--- config.mk ---
export PLATFORM = sky130hd
export DESIGN_NAME = seg7_readback_flat
export DESIGN_NICKNAME = d
export VERILOG_FILES = /design/src/rtl/seg7_pkg.sv /design/src/rtl/seg7_readback_if.sv /design/src/rtl/seg7_to_bcd.sv /design/src/rtl/seg7_readback.sv /design/src/flat_wrapper.sv
export SDC_FILE = /design/constraint.sdc
export NUM_CORES = 1
export LEC_CHECK = 0
export BUFFER_PORTS_ARGS = -buffer_cell sky130_fd_sc_hd__clkbuf_2
export CORE_ASPECT_RATIO = 0.7
export CORE_UTILIZATION = 50
export CTS_CLUSTER_SIZE = 12
export DETAILED_ROUTE_END_ITERATION = 6
export PLACE_DENSITY = 0.7
export RECOVER_POWER = 100
export SLEW_MARGIN = 30
export SYNTH_ARGS = -nofsm -noshare
export SYNTH_HDL_FRONTEND = slang
export SYNTH_SLANG_ARGS = --single-unit
--- constraint.sdc ---
create_clock -name clk -period 4.9 [get_ports clk]
set_input_delay 0 -clock clk [delete_from_list [all_inputs] [get_ports clk]]
set_output_delay 0 -clock clk [all_outputs]
set_load 0.05 [all_outputs]
--- src/rtl/seg7_pkg.sv ---
// Shared seven-segment definitions for the display driver and readback.
// Segment codes are {a,b,c,d,e,f,g}, active-low.
package seg7_pkg;

  localparam logic [6:0] SEG_0 = 7'b0000001;
  localparam logic [6:0] SEG_1 = 7'b1001111;
  localparam logic [6:0] SEG_2 = 7'b0010010;
  localparam logic [6:0] SEG_3 = 7'b0000110;
  localparam logic [6:0] SEG_4 = 7'b1001100;
  localparam logic [6:0] SEG_5 = 7'b0100100;
  localparam logic [6:0] SEG_6 = 7'b0100000;
  localparam logic [6:0] SEG_7 = 7'b0001111;
  localparam logic [6:0] SEG_8 = 7'b0000000;
  localparam logic [6:0] SEG_9 = 7'b0001100;
  localparam logic [6:0] SEG_DEFAULT = 7'b0111111;

  localparam logic [3:0] BCD_OOR = 4'hE;
  localparam logic [3:0] BCD_BAD = 4'hF;

  localparam int CATH_A  = 7;
  localparam int CATH_G  = 1;
  localparam int CATH_DP = 0;

  typedef enum logic [1:0] {
    IDLE,
    SETTLE,
    HOLD
  } state_t;

endpackage

--- src/rtl/seg7_readback_if.sv ---
// Display bus seen by the readback block: scan lines in, digit image out.
// The master side is the scan logic / observer, the slave side the reader.
interface seg7_readback_if #(
  parameter int NUM_DIGITS = 8
);

  logic [NUM_DIGITS-1:0]   anode;
  logic [7:0]              cathode;
  logic [4*NUM_DIGITS-1:0] digits;
  logic [NUM_DIGITS-1:0]   digit_valid;
  logic [NUM_DIGITS-1:0]   digit_err;
  logic [NUM_DIGITS-1:0]   dp;
  logic                    frame_done;
  logic                    ghost_err;

  modport master (
    output anode, cathode,
    input  digits, digit_valid, digit_err,
    input  dp, frame_done, ghost_err
  );

  modport slave (
    input  anode, cathode,
    output digits, digit_valid, digit_err,
    output dp, frame_done, ghost_err
  );

endinterface

--- src/rtl/seg7_to_bcd.sv ---
// Seven-segment pattern back to BCD.
// Unknown patterns flag err with a distinct code for the driver's blank.
module seg7_to_bcd
  import seg7_pkg::*;
(
  input  logic [6:0] seg,
  output logic       err,
  output logic [3:0] bcd
);

  always_comb begin
    err = 1'b0;
    bcd = 4'd0;
    case (seg)
      SEG_0: bcd = 4'd0;
      SEG_1: bcd = 4'd1;
      SEG_2: bcd = 4'd2;
      SEG_3: bcd = 4'd3;
      SEG_4: bcd = 4'd4;
      SEG_5: bcd = 4'd5;
      SEG_6: bcd = 4'd6;
      SEG_7: bcd = 4'd7;
      SEG_8: bcd = 4'd8;
      SEG_9: bcd = 4'd9;
      SEG_DEFAULT: begin
        err = 1'b1;
        bcd = BCD_OOR;
      end
      default: begin
        err = 1'b1;
        bcd = BCD_BAD;
      end
    endcase
  end

endmodule

--- src/rtl/seg7_readback.sv ---
// Multiplexed seven-segment bus reader: settles each strobe,
// decodes it and keeps a per-digit image with frame tracking.
module seg7_readback
  import seg7_pkg::*;
#(
  parameter int NUM_DIGITS    = 8,
  parameter int STABLE_CYCLES = 4
) (
  input logic      clk,
  input logic      reset,
  seg7_readback_if.slave bus
);

  localparam int IW = (NUM_DIGITS > 1) ? $clog2(NUM_DIGITS) : 1;
  localparam logic [7:0] LAST = 8'(STABLE_CYCLES - 1);

  logic [NUM_DIGITS-1:0]   r_anode, p_anode;
  logic [7:0]              r_cathode, p_cathode;
  state_t                  state;
  logic [7:0]              cnt;
  logic [NUM_DIGITS-1:0]   seen;
  logic [4*NUM_DIGITS-1:0] digits_q;
  logic [NUM_DIGITS-1:0]   valid_q, err_q, dp_q;
  logic                    frame_q, ghost_q;

  logic          strobe, multi, same, cap, dec_err;
  logic [IW-1:0] idx;
  logic [3:0]    dec_bcd;

  always_comb begin
    idx = '0;
    for (int i = 0; i < NUM_DIGITS; i++)
      if (!r_anode[i]) idx = IW'(i);
  end

  assign strobe = $countones(~r_anode) == 1;
  assign multi  = $countones(~r_anode) > 1;
  assign same   = (r_anode == p_anode) &&
                  (r_cathode == p_cathode);
  assign cap    = (state == SETTLE) && strobe &&
                  same && (cnt == LAST);

  seg7_to_bcd u_dec (
    .seg (r_cathode[CATH_A:CATH_G]),
    .err (dec_err),
    .bcd (dec_bcd)
  );

  always_ff @(posedge clk) begin
    if (reset) begin
      r_anode   <= '1;
      p_anode   <= '1;
      r_cathode <= '1;
      p_cathode <= '1;
      state     <= IDLE;
      cnt       <= '0;
      seen      <= '0;
      digits_q  <= '0;
      valid_q   <= '0;
      err_q     <= '0;
      dp_q      <= '0;
      frame_q   <= 1'b0;
      ghost_q   <= 1'b0;
    end else begin
      r_anode   <= bus.anode;
      r_cathode <= bus.cathode;
      p_anode   <= r_anode;
      p_cathode <= r_cathode;
      if (multi) ghost_q <= 1'b1;

      unique case (state)
        IDLE: begin
          if (strobe) begin
            cnt   <= 8'd1;
            state <= SETTLE;
          end
        end
        SETTLE: begin
          if (!strobe) begin
            cnt   <= '0;
            state <= IDLE;
          end else if (!same) begin
            cnt <= 8'd1;
          end else begin
            cnt <= cnt + 8'd1;
            if (cap) state <= HOLD;
          end
        end
        HOLD: begin
          if (!same) begin
            cnt   <= strobe ? 8'd1 : 8'd0;
            state <= strobe ? SETTLE : IDLE;
          end
        end
        default: begin
          cnt   <= '0;
          state <= IDLE;
        end
      endcase

      if (cap) begin
        digits_q[{idx, 2'b00} +: 4] <= dec_bcd;
        err_q[idx]   <= dec_err;
        dp_q[idx]    <= ~r_cathode[CATH_DP];
        valid_q[idx] <= 1'b1;
      end

      // a capture landing on the completing cycle is not carried over
      if (&seen) begin
        frame_q <= 1'b1;
        seen    <= '0;
      end else begin
        frame_q <= 1'b0;
        if (cap) seen[idx] <= 1'b1;
      end
    end
  end

  assign bus.digits      = digits_q;
  assign bus.digit_valid = valid_q;
  assign bus.digit_err   = err_q;
  assign bus.dp          = dp_q;
  assign bus.frame_done  = frame_q;
  assign bus.ghost_err   = ghost_q;

endmodule
--- src/flat_wrapper.sv ---
// flat-port wrapper written by rule: the top's interface ports become plain ports
module seg7_readback_flat import seg7_pkg::*;
#(
  parameter int NUM_DIGITS    = 8,
  parameter int STABLE_CYCLES = 4
)
  (clk, reset, bus_anode, bus_cathode, bus_digits, bus_digit_valid, bus_digit_err, bus_dp, bus_frame_done, bus_ghost_err);
  seg7_readback_if #(.NUM_DIGITS(NUM_DIGITS)) bus_i ();
  input logic clk;
  input logic reset;
  input wire logic [$bits(bus_i.anode)-1:0] bus_anode;
  input wire logic [$bits(bus_i.cathode)-1:0] bus_cathode;
  output wire logic [$bits(bus_i.digits)-1:0] bus_digits;
  output wire logic [$bits(bus_i.digit_valid)-1:0] bus_digit_valid;
  output wire logic [$bits(bus_i.digit_err)-1:0] bus_digit_err;
  output wire logic [$bits(bus_i.dp)-1:0] bus_dp;
  output wire logic [$bits(bus_i.frame_done)-1:0] bus_frame_done;
  output wire logic [$bits(bus_i.ghost_err)-1:0] bus_ghost_err;
  assign bus_i.anode = bus_anode;
  assign bus_i.cathode = bus_cathode;
  assign bus_digits = bus_i.digits;
  assign bus_digit_valid = bus_i.digit_valid;
  assign bus_digit_err = bus_i.digit_err;
  assign bus_dp = bus_i.dp;
  assign bus_frame_done = bus_i.frame_done;
  assign bus_ghost_err = bus_i.ghost_err;
  seg7_readback #(.NUM_DIGITS(NUM_DIGITS), .STABLE_CYCLES(STABLE_CYCLES)) u_core (.clk(clk), .reset(reset), .bus(bus_i));
endmodule
Word level (Yosys, flattened, before mapping)
Cells that the tools add are included.
- bits in registers: 108
- input port bits: 18
- output and inout bits: 58
- word-level logic and storage cells: 91
- add/subtract/negate cells: 9
- magnitude comparators: 3
- eq/ne operators: 20
- shift operators: 2
- multiplexer cells: 28
- bitwise operators: 4
- reduce and logical (&&, ||, !) cells: 12
- operators by type and width (cell ; count):
    $add 32x32->32 ; 3
    $pmux 4 s11 ; 1
    $bwmux 32 ; 1
    $eq 32x2->1 const B ; 1
    $gt 32x2->1 const B ; 1
    $mux 8 ; 4
    $shift 4x7->32 const A ; 1
    $shiftx 4x7->32 ; 1
    $pmux 8 s3 ; 1
    $eq 7x6->1 const B ; 3
    $bwmux 8 ; 2
    $eq 8x8->1 ; 2
    $or 8x8->8 ; 2
    $eq 7x4->1 const B ; 2
    $eq 7x7->1 const B ; 2
    $mux 2 ; 7
    $mux 3 ; 4
    $reduce_or 10->1 ; 1
    $add 1x1->2 ; 4
    $add 8x1->8 const B ; 1
    $eq 8x2->1 const B ; 1
    $not 8->8 ; 1
    $reduce_and 8->1 ; 1
    $eq 7x1->1 const B ; 1
    other kinds (20) ; 30

Logic depth before layout (Yosys ltp)
Gate-level depths: netlist of the first run.
- word-level depth: 12
- mapped depth: 16
- depth with buffers taken out: 15

Hierarchy
A second synthesis of the first run with hierarchy kept.
- cell total of the unflattened synthesis: 540
- area, all modules: 5129.9 µm²
- modules (own cells, without submodules) (module ; instances ; cells an instance ; area each (µm²) ; sequential area each (µm²)):
    seg7_readback ; 1 ; 490 ; 4760.8 ; 2162.1
    seg7_to_bcd ; 1 ; 50 ; 369.1 ; 0.0

Least setup slack after synthesis of the first run
Ideal clock, no wire load.
- kind: register to register
- from: reg u_core.r_anode[4]
- to: reg u_core.dp_q[0], in the netlist u_core.bus.dp[0]
- setup time: 130 ps
- data arrival time: 3773 ps
- data required time: 4770 ps
- slack: 997 ps
- cell stages (with the launch flop): 17
- buffers on the path: 1
- clock period less this slack: 3903 ps
- cells stage by stage: dfxtp_1 -> inv_1 -> ha_1 -> inv_1 -> fa_1 -> fa_1 -> inv_1 -> ha_1 -> inv_1 -> fa_1 -> and4b_1 -> nand2_2 -> nor4_4 -> nand2_2 -> or3_1 -> buf_2 -> mux2i_1
- longest elaborated chain between the ends: 9
- elaborated cells on any way between the ends: 20
- classes of those cells: 3 x add/sub; 2 x order compare; 2 x eq/ne; 7 x mux; 1 x bitwise; 5 x reduce/logical
- RTL lines (element ; line ; text):
    from (decl) ; seg7_readback.sv:17 ; logic [NUM_DIGITS-1:0] r_anode, p_anode;
    from (signal assigned) ; seg7_readback.sv:65 ; r_anode <= bus.anode;
    branches (longest 9 deep; another with $add 32x32->32) ; -- ;
    to (signal, indexed assignment) ; seg7_readback.sv:104 ; dp_q[idx] <= ~r_cathode[CATH_DP];
    to (decl) ; seg7_readback.sv:23 ; logic [NUM_DIGITS-1:0] valid_q, err_q, dp_q;
Parallel ways; which one is timed is not known.
A chain may end at the register's enable or synchronous reset.

Worst setup path after layout of the first run
- from: reg u_core.r_anode[4]
- to: reg u_core.digits_q[23], in the netlist u_core.bus.digits[23]
- longest elaborated chain between the ends: 8
- elaborated cells on any way between the ends: 18
- classes of those cells: 4 x add/sub; 2 x eq/ne; 2 x shift; 5 x mux; 1 x bitwise; 4 x reduce/logical
- RTL lines (element ; line ; text):
    $not 8->8 ; seg7_readback.sv:36 ; assign strobe = $countones(~r_anode) == 1;
    $add 1x1->2 (not written as such) ; seg7_readback.sv:36 ;
    $add 32x32->32 (not written as such) (2 in a row) ; seg7_readback.sv:36 ;
    $eq 32x2->1 ; seg7_readback.sv:36 ;
    $logic_and 1x1->1 (2 in a row) ; seg7_readback.sv:40 ; assign cap = (state == SETTLE) && strobe &&
    $logic_and 1x1->1 ; seg7_readback.sv:41 ; same && (cnt == LAST);
    to (signal assigned) ; seg7_readback.sv:58 ; digits_q <= '0;
    to (signal, indexed assignment) ; seg7_readback.sv:102 ; digits_q[{idx, 2'b00} +: 4] <= dec_bcd;
    to (decl) ; seg7_readback.sv:22 ; logic [4*NUM_DIGITS-1:0] digits_q;
Several ways; a longest one is shown, not always the timed one.

==> results of run 1 <==
-- per-stage QoR --
stage                       util  total power [mW]
after floorplan                -             1.102
after global placement    0.5724             1.147
after detailed placement  0.5724             1.153
after CTS                 0.6222             1.883
after global routing      0.6122             1.945
final                     0.6122             1.863
-- layout make-up --
class	count	share of cell area
clock buffer	10	0.04219
clock inverter	6	0.01082
inverter	31	0.02054
multi-input combinational	354	0.4336
sequential	108	0.3817
tap	124	0.02739
timing repair buffer	93	0.08372
-- how the worst max path moves through the flow --
stage | slack (ns) | from | cells after the start | endpoint
after detailed placement | 0.63 | u_core.r_anode[3] | 15 | u_core.bus.dp[1]
after global placement | 0.75 | u_core.r_anode[4] | 15 | u_core.bus.digits[28]
final | 0.55 | u_core.r_anode[4] | 15 | u_core.bus.digits[23]
after global routing | 0.23 | u_core.r_anode[4] | 15 | u_core.bus.digits[30]
after floorplan | 1.0 | u_core.r_anode[4] | 16 | u_core.bus.dp[0]
after CTS | 0.61 | u_core.r_anode[4] | 15 | u_core.bus.digits[28]
-- report_power, final --
| part | switching, mW | internal (mW) |
|---|---|---|
| Sequential | 0.0296 | 0.897 |
| Clock | 0.310 | 0.409 |
| Combinational | 0.124 | 0.0922 |
| Total | 0.464 | 1.40 |
-- critical path: cells and delay by family (launching register included) --
family | cells | cell delay (ns)
buf+inv | 4 | 0.25
mux | 1 | 0.24
simple gates | 5 | 1.40
flops | 1 | 0.45
fa+ha+maj | 5 | 1.77
-- sequential cells by signal, indices dropped and copies added, names as in the netlist --
name,count
u_core.state,2
u_core.bus.digit_err,8
u_core.bus.dp,8
u_core.r_anode,8
u_core.bus.ghost_err,1
u_core.bus.digit_valid,8
u_core.r_cathode,8
u_core.seen,8
u_core.bus.digits,32
u_core.p_cathode,8
u_core.bus.frame_done,1
u_core.cnt,8
u_core.p_anode,8
-- layout by cell type (no fill, tap or decap), types with 14 or more instances in the layout --
cell type      synthesis  routed
dfxtp_1              108     108
clkbuf_1              16      59
nor2_1                50      52
mux2i_1               38      38
inv_1                 31      31
or2_2                 32      31
nand2b_1              22      22
a21oi_1               21      21
xnor2_1               19      19
nand2_1               15      17
clkbuf_2               1      17
dlygate4sd3_1          0      16
o21ai_0               14      14
-- metal layers --
metal	vias up	routed length (um)	global-route usage
li1	1939	-	-
met1	1844	4998	0.2948
met2	94	4845	0.3391
met3	8	520	0.05231
met4	0	76	0.06250
met5	-	0	0
-- cells by family (layout without fill, tap and decap cells) --
family	Yosys count	after routing	share of synthesized area
buffers and inverters	61	140	0.05099
AND/OR/NAND/NOR	208	208	0.2457
multiplexers	38	38	0.07789
adder cells (fa/ha/maj)	15	15	0.04458
flip-flops	108	108	0.4427
XOR/XNOR	23	23	0.04279
AO/OA/AOI/OAI	70	70	0.09531
==> impl_metrics.env, run 1 <==
export IMPL_outcome="finished, violations left"
export IMPL_violations="capacitance limit, slew limit"
export IMPL_clock_tree_buffer_depth=2
export IMPL_wl_per_cell_um=14.38
export IMPL_max_freq_mhz=229.8
export IMPL_end_kind="register"
export IMPL_rsz0062_at_grt="no"
export IMPL_yosysSeqAreaShare=0.4427
export IMPL_post_cts_resize_count=0
export IMPL_holdWs_ns=0.3741
export IMPL_syn_area_um2=4883
export IMPL_die_y_um=84.69
export IMPL_final_area_um2=5664
export IMPL_dieArea_um2=10170
export IMPL_dp_hpwl_mm=7.291
export IMPL_cp_max_fo=8
export IMPL_synth_edf_count=0
export IMPL_powerDensity_nw_per_um2=328.8
export IMPL_cp_required_ns=4.99
export IMPL_leakage_nw=2.221
export IMPL_ff2ff_setup_slack_ns=0.55
export IMPL_drive_above_1_share=0.1279
export IMPL_synthTopCellsByArea="dfxtp_1 (44%), mux2i_1 (7.8%), or2_2 (4.1%)"
export IMPL_critPathLaunchType="register"
export IMPL_multiInputGateArea_um2=2456
export IMPL_post_place_ws_ns=0.6251
export IMPL_row_count=29
export IMPL_worstReg2RegEnd="u_core.bus.digits[23]"
export IMPL_hold_class="in2reg"
export IMPL_ys_top_cells_by_count="dfxtp_1 (108), nor2_1 (50), mux2i_1 (38)"
export IMPL_drc=0
export IMPL_synth_most_common_cell="dfxtp_1"
export IMPL_crit_slowest_cell="fa_1"
export IMPL_slew_headroom=-1.256
export IMPL_grt_pass1_wl_mm=17.46
export IMPL_hold_violations=0
export IMPL_clk_latency_ns=0.34
export IMPL_critPathKind="reg2reg"
export IMPL_seqCellArea_um2=2162
export IMPL_antenna_found_initial=0
export IMPL_r2r_cells=15
export IMPL_syn_nets=556
export IMPL_vias=3885
export IMPL_io_pins=76
export IMPL_drv_cap=1
export IMPL_r2r_start="u_core.r_anode[4]"
export IMPL_async_flop_share=0
export IMPL_overflow=0
export IMPL_drt_first_pass_iters=5
export IMPL_ys_seq_elements=108
export IMPL_finalSetupTns_ns=0
export IMPL_instances_no_fill=726
export IMPL_drt_wl_total_mm=10.44
export IMPL_antenna_cells=0
export IMPL_final_antenna_net_count=0
export IMPL_post_place_cells=694
export IMPL_hold_start="bus_cathode[4]"
export IMPL_drt_iter0_markers=192
export IMPL_ys_types=61
export IMPL_finalCritPeriodShare=0.8881
export IMPL_finalMaxSlewViolations=99
export IMPL_die_w_um=120.1
export IMPL_holdPathStages=3
export IMPL_nFillCells=840
export IMPL_finClkSkew_ns=0.006508
export IMPL_path_clk_slew_ns=0.07
export IMPL_synth_top_area_cell="dfxtp_1"
export IMPL_port_buffers=75
export IMPL_worstMarginPinSlew_ns=3.385
export IMPL_gp_congestion=0.8208
export IMPL_dpl_instance_area_um2=5296
export IMPL_htree_levels=3
export IMPL_core_area_um2=9253
export IMPL_syn_instance_count=523
export IMPL_cts_sinks=108
export IMPL_fin_ws_ns=0.5486
export IMPL_vias_per_cell=5.351
export IMPL_cts_root_buf="clkbuf_16"
export IMPL_min_period_ns=4.351
export IMPL_cp_slowest_stage_delay_ns=0.51
export IMPL_track_usage=0.2160
export IMPL_area_growth_pct=15.99
export IMPL_cts_tree="yes"
export IMPL_critPathMostFrequentCell="inv_1"
export IMPL_crit_chain="inv_1, ha_1, inv_1, fa_1, fa_1, inv_1, ha_1, inv_1, fa_1, and4b_1, nand2_1, nor4_4, and4_1, mux2i_1, nor2_1"
export IMPL_hold_buffers=16
export IMPL_start_util=0.5278
export IMPL_peakVddDrop_mv=0.1863
export IMPL_crit_arrival_ns=4.44
export IMPL_cts_buffers_inserted=9
export IMPL_post_cts_setup_buffers=0
export IMPL_grt_max_degree=99
export IMPL_grt_pass1_vias=3633
export IMPL_syn_area_per_cell_um2=9.337
export IMPL_ys_warn_count=0
export IMPL_setup_viol=0
export IMPL_yosys_most_used_dff="dfxtp_1"
export IMPL_nets=630
export IMPL_yosys_area_top_type_share=0.4427
export IMPL_holdPathEnd="u_core.r_cathode[4]"
(Power assumes the default switching activity.)
==> run 2, diff against run 1 <==
CORE_UTILIZATION = 45   (was 50)
PLACE_DENSITY = 0.64   (was 0.7)
==> run 2 against run 1 <==
  * Clock-buffer cell count stayed put
  * Clock skew is 0.0063 ns higher
  * Critical endpoint is now u_core.bus.digits[28]
  * Highest routed layer unchanged
  * Cell area is 0.38% higher
  * Wire length is 3.4% higher
  * Non-clock buffer count stayed put
  * Final cell count is 1.1% higher
  * Largest power group unchanged
  * Die area is 11% higher
  * Utilization is 6.7 points lower
  * Critical path depth stayed put
  * The run still ends with capacitance limit, slew limit left
==> impl_metrics.env, run 2 (synthesis gave the netlist of run 1 again) <==
export IMPL_slew_headroom=-0.3677
export IMPL_track_usage=0.1990
export IMPL_holdWs_ns=0.3770
export IMPL_seqCellArea_um2=2162
export IMPL_drive_above_1_share=0.1279
export IMPL_cts_tree="yes"
export IMPL_cts_buffers_inserted=9
export IMPL_drv_cap=1
export IMPL_drt_first_pass_iters=4
export IMPL_drc=0
export IMPL_vias_per_cell=5.206
export IMPL_grt_pass1_vias=3532
export IMPL_largest_reg_flops=32
export IMPL_outcome="finished, violations left"
export IMPL_finalMaxSlewViolations=64
export IMPL_vias=3821
export IMPL_critPathKind="reg2reg"
export IMPL_worstMarginPinSlew_ns=2.052
export IMPL_cp_slowest_stage_delay_ns=0.52
export IMPL_max_freq_mhz=234.7
export IMPL_finClkSkew_ns=0.01285
export IMPL_mostFrequentLayoutCell="dfxtp_1"
export IMPL_critPathLaunchType="register"
export IMPL_io_pins=76
export IMPL_powerDensity_nw_per_um2=331.2
export IMPL_wl_per_cell_um=14.70
export IMPL_gp_congestion=0.8025
export IMPL_hold_class="in2reg"
export IMPL_finalCritPeriodShare=0.8694
export IMPL_clk_latency_ns=0.35
export IMPL_cp_required_ns=5.16
export IMPL_finish_utilization=0.5449
export IMPL_post_place_ws_ns=0.6281
export IMPL_drt_wl_total_mm=10.79
export IMPL_critPathMostFrequentCell="inv_1"
export IMPL_min_period_ns=4.260
export IMPL_crit_slowest_cell="fa_1"
export IMPL_crit_chain="inv_1, ha_1, inv_1, fa_1, fa_1, inv_1, ha_1, inv_1, fa_1, and4b_1, nand2_1, nor4_4, nand4_1, nand3b_1, a21oi_1"
export IMPL_grt_max_degree=64
export IMPL_instances_no_fill=734
export IMPL_finalSetupTns_ns=0
export IMPL_cts_sinks=108
export IMPL_crit_arrival_ns=4.52
export IMPL_antenna_cells=0
export IMPL_setup_viol=0
export IMPL_row_count=31
export IMPL_rsz0062_at_grt="no"
export IMPL_start_util=0.4680
export IMPL_end_kind="register"
export IMPL_antenna_found_initial=0
export IMPL_nets=630
export IMPL_die_w_um=126.5
export IMPL_cts_root_buf="clkbuf_16"
export IMPL_path_clk_slew_ns=0.07
export IMPL_fin_ws_ns=0.6401
export IMPL_cp_num_buf_inv=4
export IMPL_multiInputGateArea_um2=2459
export IMPL_cp_max_fo=8
export IMPL_die_y_um=89.16
export IMPL_clock_tree_buffer_depth=2
export IMPL_hold_violations=0
export IMPL_cp_top_family="adder cells"
export IMPL_post_cts_setup_buffers=0
export IMPL_dp_hpwl_mm=7.636
export IMPL_port_buffers=75
export IMPL_core_area_um2=10430
export IMPL_leakage_nw=2.221
export IMPL_area_growth_pct=16.42
export IMPL_dieArea_um2=11280
export IMPL_htree_levels=3
export IMPL_drt_iter0_markers=203
export IMPL_grt_pass1_wl_mm=17.49
export IMPL_layout_common_cells="dfxtp_1 (108), clkbuf_1 (60), nor2_1 (52)"
export IMPL_final_antenna_net_count=0
export IMPL_peakVddDrop_mv=0.1830
export IMPL_post_place_cells=702
export IMPL_violations="capacitance limit, slew limit"
export IMPL_nFillCells=973
export IMPL_overflow=0
==> run 2: path summary, 6_finish.rpt <==
check	startpoint	to	slack (ns)	cells past startpoint
setup / recovery	u_core.r_anode[4]	u_core.bus.digits[28]	0.64	15
hold / removal	bus_cathode[7]	u_core.r_cathode[7]	0.38	3
setup reg to reg	u_core.r_anode[4]	u_core.bus.digits[28]	0.64	15
hold reg to reg	u_core.bus.digit_valid[3]	u_core.bus.digit_valid[3]	0.45	2
==> run 2: what timing repair did <==
action | 4_1_cts | 5_1_grt
hold buffers | 16 | 0
resized for setup | 0 | 0
hold endpoints to repair | 16 | 0
==> run 2: power by group <==
group / internal [mW] / total (mW) / switching, mW
Sequential: 0.897 / 0.926 / 0.0289
Combinational: 0.0914 / 0.215 / 0.123
Clock: 0.416 / 0.742 / 0.326
==> run 2: area by class of cell <==
class                   count  area share
clock buffers              10     0.04203
clock inverters             6     0.01254
inverters                  31     0.02047
multi-input cells         354      0.4324
flip-flops and latches    108      0.3803
well taps                 132     0.02905
repair buffers             93     0.08319
==> run 2: per-layer routing <==
layer,GRT usage,part of all wire,routed length [um]
met3,0.05745,0.051,553
met4,0.03395,0.0051,55
met1,0.2603,0.49,5293
met2,0.3340,0.45,4891
met5,0,0,0
==> run 2: per-stage QoR <==
| stage | instance area (um^2) | power, mW |
|---|---|---|
| finish | 5685 | 1.883 |
| global route | 5685 | 1.971 |
| CTS | 5777 | 1.900 |
| detailed placement | 5306 | 1.154 |
| global placement | 5306 | 1.149 |
| floorplan | 4883 | 1.102 |
==> run 2: tightest hold or removal path: stages <==
cell and delay (ns):
dlygate4sd3_1 0.52, clkbuf_2 0.09, or2_2 0.08
